<file path="config.mk">
export PLATFORM = sky130hd
export DESIGN_NAME = reg_write_arbiter_flat
export DESIGN_NICKNAME = d
export VERILOG_FILES = /design/src/rtl/reg_write_arbiter_if.sv /design/src/rtl/reg_write_arbiter.sv /design/src/flat_wrapper.sv
export SDC_FILE = /design/constraint.sdc
export NUM_CORES = 1
export LEC_CHECK = 0
export BUFFER_PORTS_ARGS = -buffer_cell sky130_fd_sc_hd__buf_2
export CORE_MARGIN = 10
export CORE_UTILIZATION = 44
export DETAILED_ROUTE_END_ITERATION = 16
export GPL_TIMING_DRIVEN = 0
export HOLD_SLACK_MARGIN = 0.02
export PLACE_DENSITY = 0.8
export SLEW_MARGIN = 10
export SYNTH_ARGS = -nofsm -noshare
export SYNTH_HDL_FRONTEND = slang
export SYNTH_SLANG_ARGS = --single-unit
</file>
<file path="constraint.sdc">
create_clock -name clk -period 5 [get_ports clk]
set_input_delay 1 -clock clk [delete_from_list [all_inputs] [get_ports clk]]
set_output_delay 1 -clock clk [all_outputs]
set_load 0.02 [all_outputs]
</file>
<file path="src/rtl/reg_write_arbiter_if.sv">
// Request/grant bus between the requesting units and the write arbiter, plus the
// register-side write port driven by the arbiter.
interface reg_write_arbiter_if #(
  parameter int unsigned DataW = 8,
  parameter int unsigned NReq  = 4
);
  logic [NReq-1:0]       req;
  logic [NReq*DataW-1:0] req_data;
  logic [NReq-1:0]       gnt;
  logic [NReq-1:0]       ack;
  logic                  reg_wr;
  logic [DataW-1:0]      reg_in;
  logic                  busy;

  modport master (
    output req, req_data,
    input  gnt, ack, reg_wr, reg_in, busy
  );

  modport slave (
    input  req, req_data,
    output gnt, ack, reg_wr, reg_in, busy
  );
endinterface

</file>
<file path="src/rtl/reg_write_arbiter.sv">
// Round-robin write arbiter for a single shared register: grants one requester,
// captures its data, pulses the register write for one cycle, then acknowledges.
module reg_write_arbiter #(
  parameter int unsigned DataW = 8,
  parameter int unsigned NReq  = 4
) (
  input logic               clk,
  input logic               rst_n,
  reg_write_arbiter_if.slave bus
);

  localparam int unsigned PtrW = (NReq > 1) ? $clog2(NReq) : 1;

  typedef enum logic [1:0] {StIdle, StWrite, StDone} state_e;

  state_e            state_q, state_d;
  logic [PtrW-1:0]   ptr_q, ptr_d;
  logic [PtrW-1:0]   win_q, win_d;
  logic [NReq-1:0]   gnt_q, gnt_d;
  logic [NReq-1:0]   ack_q, ack_d;
  logic              reg_wr_q, reg_wr_d;
  logic [DataW-1:0]  reg_in_q, reg_in_d;
  logic              busy_q, busy_d;

  logic              rr_valid;
  logic [PtrW-1:0]   rr_win;
  logic [PtrW-1:0]   rr_cand;

  // First set request after the last winner, wrapping modulo NReq.
  always_comb begin
    rr_valid = 1'b0;
    rr_win   = ptr_q;
    rr_cand  = ptr_q;
    for (int unsigned i = 1; i <= NReq; i++) begin
      rr_cand = PtrW'((32'(ptr_q) + i) % NReq);
      if (!rr_valid && bus.req[rr_cand]) begin
        rr_valid = 1'b1;
        rr_win   = rr_cand;
      end
    end
  end

  always_comb begin
    state_d  = state_q;
    ptr_d    = ptr_q;
    win_d    = win_q;
    gnt_d    = gnt_q;
    ack_d    = '0;
    reg_wr_d = 1'b0;
    reg_in_d = reg_in_q;
    busy_d   = busy_q;
    unique case (state_q)
      StIdle: begin
        if (rr_valid) begin
          state_d        = StWrite;
          win_d          = rr_win;
          gnt_d          = '0;
          gnt_d[rr_win]  = 1'b1;
          reg_in_d       = bus.req_data[32'(rr_win) * DataW +: DataW];
          reg_wr_d       = 1'b1;
          busy_d         = 1'b1;
        end
      end
      StWrite: begin
        state_d = StDone;
        ack_d   = gnt_q;
        ptr_d   = win_q;
      end
      StDone: begin
        state_d = StIdle;
        gnt_d   = '0;
        busy_d  = 1'b0;
      end
      default: begin
        state_d = StIdle;
        gnt_d   = '0;
        busy_d  = 1'b0;
      end
    endcase
  end

  // Pointer resets to the last index so requester 0 is searched first.
  always_ff @(posedge clk or negedge rst_n) begin
    if (!rst_n) begin
      state_q  <= StIdle;
      ptr_q    <= PtrW'(NReq - 1);
      win_q    <= '0;
      gnt_q    <= '0;
      ack_q    <= '0;
      reg_wr_q <= 1'b0;
      reg_in_q <= '0;
      busy_q   <= 1'b0;
    end else begin
      state_q  <= state_d;
      ptr_q    <= ptr_d;
      win_q    <= win_d;
      gnt_q    <= gnt_d;
      ack_q    <= ack_d;
      reg_wr_q <= reg_wr_d;
      reg_in_q <= reg_in_d;
      busy_q   <= busy_d;
    end
  end

  assign bus.gnt    = gnt_q;
  assign bus.ack    = ack_q;
  assign bus.reg_wr = reg_wr_q;
  assign bus.reg_in = reg_in_q;
  assign bus.busy   = busy_q;

endmodule
</file>
<file path="src/flat_wrapper.sv">
// flat-port wrapper written by rule: the top's interface ports become plain ports
module reg_write_arbiter_flat 
#(
  parameter int unsigned DataW = 8,
  parameter int unsigned NReq  = 4
)
  (clk, rst_n, bus_req, bus_req_data, bus_gnt, bus_ack, bus_reg_wr, bus_reg_in, bus_busy);
  reg_write_arbiter_if #(.DataW(DataW), .NReq(NReq)) bus_i ();
  input logic clk;
  input logic rst_n;
  input wire logic [$bits(bus_i.req)-1:0] bus_req;
  input wire logic [$bits(bus_i.req_data)-1:0] bus_req_data;
  output wire logic [$bits(bus_i.gnt)-1:0] bus_gnt;
  output wire logic [$bits(bus_i.ack)-1:0] bus_ack;
  output wire logic [$bits(bus_i.reg_wr)-1:0] bus_reg_wr;
  output wire logic [$bits(bus_i.reg_in)-1:0] bus_reg_in;
  output wire logic [$bits(bus_i.busy)-1:0] bus_busy;
  assign bus_i.req = bus_req;
  assign bus_i.req_data = bus_req_data;
  assign bus_gnt = bus_i.gnt;
  assign bus_ack = bus_i.ack;
  assign bus_reg_wr = bus_i.reg_wr;
  assign bus_reg_in = bus_i.reg_in;
  assign bus_busy = bus_i.busy;
  reg_write_arbiter #(.DataW(DataW), .NReq(NReq)) u_core (.clk(clk), .rst_n(rst_n), .bus(bus_i));
endmodule
</file>
## Word-level counts from Yosys, hierarchy flattened

Cells that the tools add are included.

- Bits in registers: 24
- Input port bits: 38
- Output and inout bits: 18
- Logic and storage cells: 59

- $add $sub $neg: 4
- $lt $le $gt $ge: 6
- Equal/unequal tests: 2
- Shift-type cells: 1
- Mux-type cells: 27
- Bitwise gates (word level): 1
- Reductions and logical operators: 10

Operators with widths:

| cell | count |
|---|---|
| 32-bit by 6-bit indexed part select with 8-bit output | 1 |
| 2-bit by 3-bit < comparator with 1-bit output (second input constant) | 5 |
| 1-bit 2-to-1 mux | 12 |
| 2-bit 2-to-1 mux | 5 |
| 1-bit binary-select mux with 2-bit select | 4 |
| 4-bit 2-to-1 mux | 2 |
| 4-bit case mux with 2 select lines | 1 |
| 2-bit by 1-bit adder with 2-bit output (second input constant) | 2 |
| 2-bit adder (second input constant) | 2 |
| 1-bit logical AND | 4 |
| 2-bit case mux with 2 select lines | 1 |
| 2-bit AND reduction | 2 |
| 1-bit logical NOT | 3 |
| 1-bit demux with 2-bit select | 1 |
| 2-bit by 1-bit == test with 1-bit output (second input constant) | 1 |
| 2-bit by 1-bit greater-or-equal comparator with 1-bit output (second input constant) | 1 |
| 2-bit logical NOT | 1 |
| 2-bit by 1-bit inequality test with 1-bit output (second input constant) | 1 |
| 1-bit case mux with 2 select lines | 1 |
| 1-bit NOT | 1 |

## Depth between registers and ports, before layout

- Word-level depth: 19
- Gate-level depth with buffers: 7
- Mapped depth without buffers: 5

## Least setup slack after synthesis

Ideal clock, no wire load.

- Kind: input -> register
- Start point: input bus_req[1]
- End point: register u_core.reg_in_q[0], in the netlist u_core.bus.reg_in[0]
- Library setup time: 0.138 ns
- Data arrival time: 1.949 ns
- Required time: 4.862 ns
- Path slack: 2.913 ns
- Stages: 7
- Path through: nor3b_1 > a21oi_1 > o21ai_1 > buf_6 > buf_12 > mux2i_1 > o221ai_1

- Cells in the longest elaborated chain, start to end: 13
- Elaborated cells between the ends (all ways): 24
- Those cells by class: shift (1); mux (16); reduce/logical (7)

Ends and longest elaborated chain:

| element | RTL line | text |
|---|---|---|
| start: declaration | flat_wrapper.sv:11 | `input wire logic [$bits(bus_i.req)-1:0] bus_req;` |
| 1-bit binary-select mux with 2-bit select | reg_write_arbiter.sv:36 | `if (!rr_valid && bus.req[rr_cand]) begin` |
| 1-bit 2-to-1 mux (not written as such) | reg_write_arbiter.sv:36 |  |
| 1-bit 2-to-1 mux | reg_write_arbiter.sv:36 |  |
| 1-bit logical NOT | reg_write_arbiter.sv:36 |  |
| 1-bit logical AND | reg_write_arbiter.sv:36 |  |
| 1-bit 2-to-1 mux | reg_write_arbiter.sv:36 |  |
| 1-bit logical NOT | reg_write_arbiter.sv:36 |  |
| 1-bit logical AND | reg_write_arbiter.sv:36 |  |
| 1-bit 2-to-1 mux | reg_write_arbiter.sv:36 |  |
| 1-bit logical NOT | reg_write_arbiter.sv:36 |  |
| 1-bit logical AND | reg_write_arbiter.sv:36 |  |
| 2-bit 2-to-1 mux or 1-bit 2-to-1 mux (tied branches) | reg_write_arbiter.sv:36 |  |
| 32-bit by 6-bit indexed part select with 8-bit output or 2-bit AND reduction (tied branches) | n/a |  |
| end signal: assignment | reg_write_arbiter.sv:100 | `reg_in_q <= reg_in_d;` |
| end: declaration | reg_write_arbiter.sv:22 | `logic [DataW-1:0] reg_in_q, reg_in_d;` |

Several ways; a longest one is shown, not always the timed one. The select of a mux whose other input is x is not followed.
A chain may end at the register's enable or synchronous reset.

## Final worst setup path

- Start point: input bus_req[0]
- End point: register u_core.reg_in_q[6], in the netlist u_core.bus.reg_in[6]

Same word-level chain as after synthesis.

==> metrics.md <==
| Metric | Value |
|---|---|
| Outcome | finished, final reports clean |
| Drc violations | 0 |
| H-Tree Level Count | 1 |
| Ant. Diodes | 0 |
| #FFs+latches synth | 24 |
| Tmin final | 2.13 ns |
| Final hold violations | 0 |
| Via count | roughly 1000 |
| TritonCTS clock tree | built |
| Post-Syn Nets | 144 |
| Maximum clock path buffer count | 2 |
| Clock tree sinks | 24 |
| Worst-path clk slew | 0.14 ns |
| Post-synth top cells | dfrtp_1, nand2_1, mux2i_1 |
| Worst-Skew Late Latency | 0.31 ns |
| TritonCTS buffer count | 3 |
| Skew final | about 0.0067 ns |
| Cell Area, Synth | about 1100 um2 |
| Iter 0 DRT Violations | 34 |
| Gp weighted congestion | 0.679 |
| Vias in the first global route | 1204 |
| Max_slew headroom | 66.2% |
| Dominant cell type by area after synthesis | dfrtp_1 |
| Mapped Cells | 106 |
| Syn_area_per_cell | 10.8 um2 |
| Setup-failing EPs final | 0 |
| Cell row count | 18 |
| Wire per inst | 14.8 um |
| Via-per-instance ratio | 5.18 |
| Final setup TNS | 0 ns |
| Fmax | 470 MHz |
| Share of cells above drive strength 1 | about 42% |
| Final setup margin | 2.87 ns |
| Worst path cell trace | buf_2 -> o21ai_0 -> o21ai_0 -> a221oi_1 -> nand2b_1 -> buf_2 -> o221ai_1 |
| Ys Warns | 0 |
| Die Wd | about 70 um |
| Layout area overhead | 31.8% |
| Crit-path max FO | 10 |
| CTS resizes | 0 |
| Cts hold-fix bufs | 0 |
| Power density cells | 621 nW/um2 |
| Crit path max-delay family | compound AO/OA/AOI/OAI gates |
| Unique masters post-synth | 25 |
| Core footprint | 2480 um2 |
| Global-route wire length before repair | 5.13 mm |
| DPL Wire Length | 2.36 mm |
| CP Data Required Time | 5.20 ns |
| Routed WL | 2.88 mm |
| Die Ht | just over 70 um |
| NumNets Final | 204 |
| Worst EP arrival | 2.32 ns |
| Post-CTS Setup Repair Bufs | 0 |
| Global-route usage over all layers | 11.8% |
| Fill count | around 220 |
| RSZ-0062 raised after global routing | no |
| # port buffers | between 50 and 60 |
| CP Buf/Inv Count | 2 |
| Initial antenna violation count | 0 |
| CP peak stage delay | 0.41 ns |
| Critical-path top delay cell | a221oi_1 |
| Root Buffer | clkbuf_4 |
| Pre-CTS setup slack | ~2.5 ns |
| Critical Path Sink Type | register |
| Full die area | 5050 um2 |
| DR pass1 iterations | 4 |
| Initial Util | 46.3% |
| Sequential fraction of the synthesis area | 52.6% |
| Prevailing post-synth register cell | dfrtp_1 |
| Worst hold-check path type | register to register |
| Final ANT Viol Nets | 0 |
| Slew at the pin closest to its max-slew limit | 0.507 ns |
| Fin crit share | 42.6% |
| Area share of the largest cell type after synthesis | 48.0% |
| Count leader, synth | dfrtp_1 |
| Final slew viol count | 0 |
| Critical Path Source Type | input port |
| Largest net degree at the start of global routing | 25 |
| Critical path type | input port to register |
| Post-synth ARST share | 100% |
| EDFF count, synth | 0 |
| Peak VDD IR | around 0.38 mV |
| Leak Pwr | 0.830 nW |
| MaxCap Viol Count | 0 |
| Largest cells by area after synthesis | dfrtp_1, mux2i_1, o221ai_1, nand2_1, dfstp_2 |
| Top Ports | 56 |
| Global-route congestion overflow total | 0 |
[cells by family (layout without fill, tap and decap cells)]
family / count (synthesis) / after routing / synth area share [%]
and+or+nand+nor: 29 / 29 / 11.6
DFF: 24 / 24 / 52.6
AOI/OAI and AO/OA: 20 / 20 / 12.0
muxes: 19 / 19 / 16.8
buffers and inverters: 14 / 73 / 7.09
[worst paths after layout]
path	end	slack (ns)	from	depth (start not counted)
max	u_core.bus.reg_in[6]	2.87	bus_req[0]	7
min	u_core.bus.busy	0.50	u_core.bus.busy	2
max reg2reg	u_core.bus.reg_in[1]	3.20	u_core.ptr_q[1]	7
min reg2reg	u_core.bus.busy	0.50	u_core.bus.busy	2
max in group asynchronous	u_core.ptr_q[0]	4.00	rst_n	1
min in group asynchronous	u_core.bus.reg_in[5]	0.63	rst_n	1
[metrics by stage]
stage | util (%) | power [mW] | instance area (um2) | hold slack, ns | std cells
finish | 61.1 | 0.939 | 1510 | 0.501 | 195
global route | 61.1 | 1.01 | 1510 | 0.525 | 195
CTS | 61.1 | 0.949 | 1510 | 0.499 | 195
detailed placement | 58.9 | 0.813 | 1460 | 0.467 | 191
global placement | 58.9 | 0.792 | 1460 | 0.455 | 191
floorplan | - | 0.666 | 1150 | 0.441 | 106
[area by class of cell]
class                      count  area, um2  share of cell area, %
buffer                         7       55.1                   3.64
clock buffer                   3       22.5                   1.49
clock inverter                 1       30.0                   1.99
inverter                       7       26.3                   1.74
multi-input combinational     68        463                   30.6
sequential                    24        603                   39.9
tap                           30       37.5                   2.48
timing repair buffer          55        275                   18.2
[routing by layer]
| layer | GRT usage [%] | part of all wire, % | up-vias |
|---|---|---|---|
| met1 | 13.7 | 45 | 478 |
| met2 | 19.3 | 44 | 44 |
| met3 | 5.30 | 9.9 | 2 |
| met4 | 3.44 | 0.49 | 0 |
| met5 | 0 | 0 | - |
| li1 | - | - | 487 |
[worst reg2reg max path, cell delays in order (launching register included)]
cell      delay [ns]
dfstp_2         0.61
mux2i_1         0.19
a21oi_1         0.08
o21ai_1         0.11
buf_6           0.20
buf_12          0.15
mux2i_1         0.20
o221ai_1        0.14
[placed cells by master, fill, tap and decap left out]
cell type   n
nand2_1    18
dfrtp_1    22
o21ai_1     3
o22ai_1     1
inv_1       6
buf_2      59
and2_1      4
nor3b_1     1
bufinv_16   1
nor2_1      2
o221ai_1    8
nor2b_1     1
buf_12      1
buf_6       1
mux2_2      2
a221oi_1    1
o21ai_0     5
inv_2       1
mux2i_1    17
clkbuf_1    1
nor4_1      1
or3_1       1
dfstp_2     2
a22oi_1     1
nand2b_1    1
clkbuf_4    3
a21oi_1     1
[flip-flops by register name, summed over array words and instances (netlist names)]
name,count
u_core.bus.ack,4
u_core.bus.busy,1
u_core.bus.gnt,4
u_core.bus.reg_in,8
u_core.bus.reg_wr,1
u_core.ptr_q,2
u_core.state_q,2
u_core.win_q,2
[where the power goes]
part	internal [mW]	switching [mW]	leakage (nW)
clock	0.0810	0.0583	0.0279
combinational	0.200	0.272	0.500
sequential	0.281	0.0472	0.301
total	0.562	0.377	0.830
No activity file was read; power rests on OpenSTA's default activity.
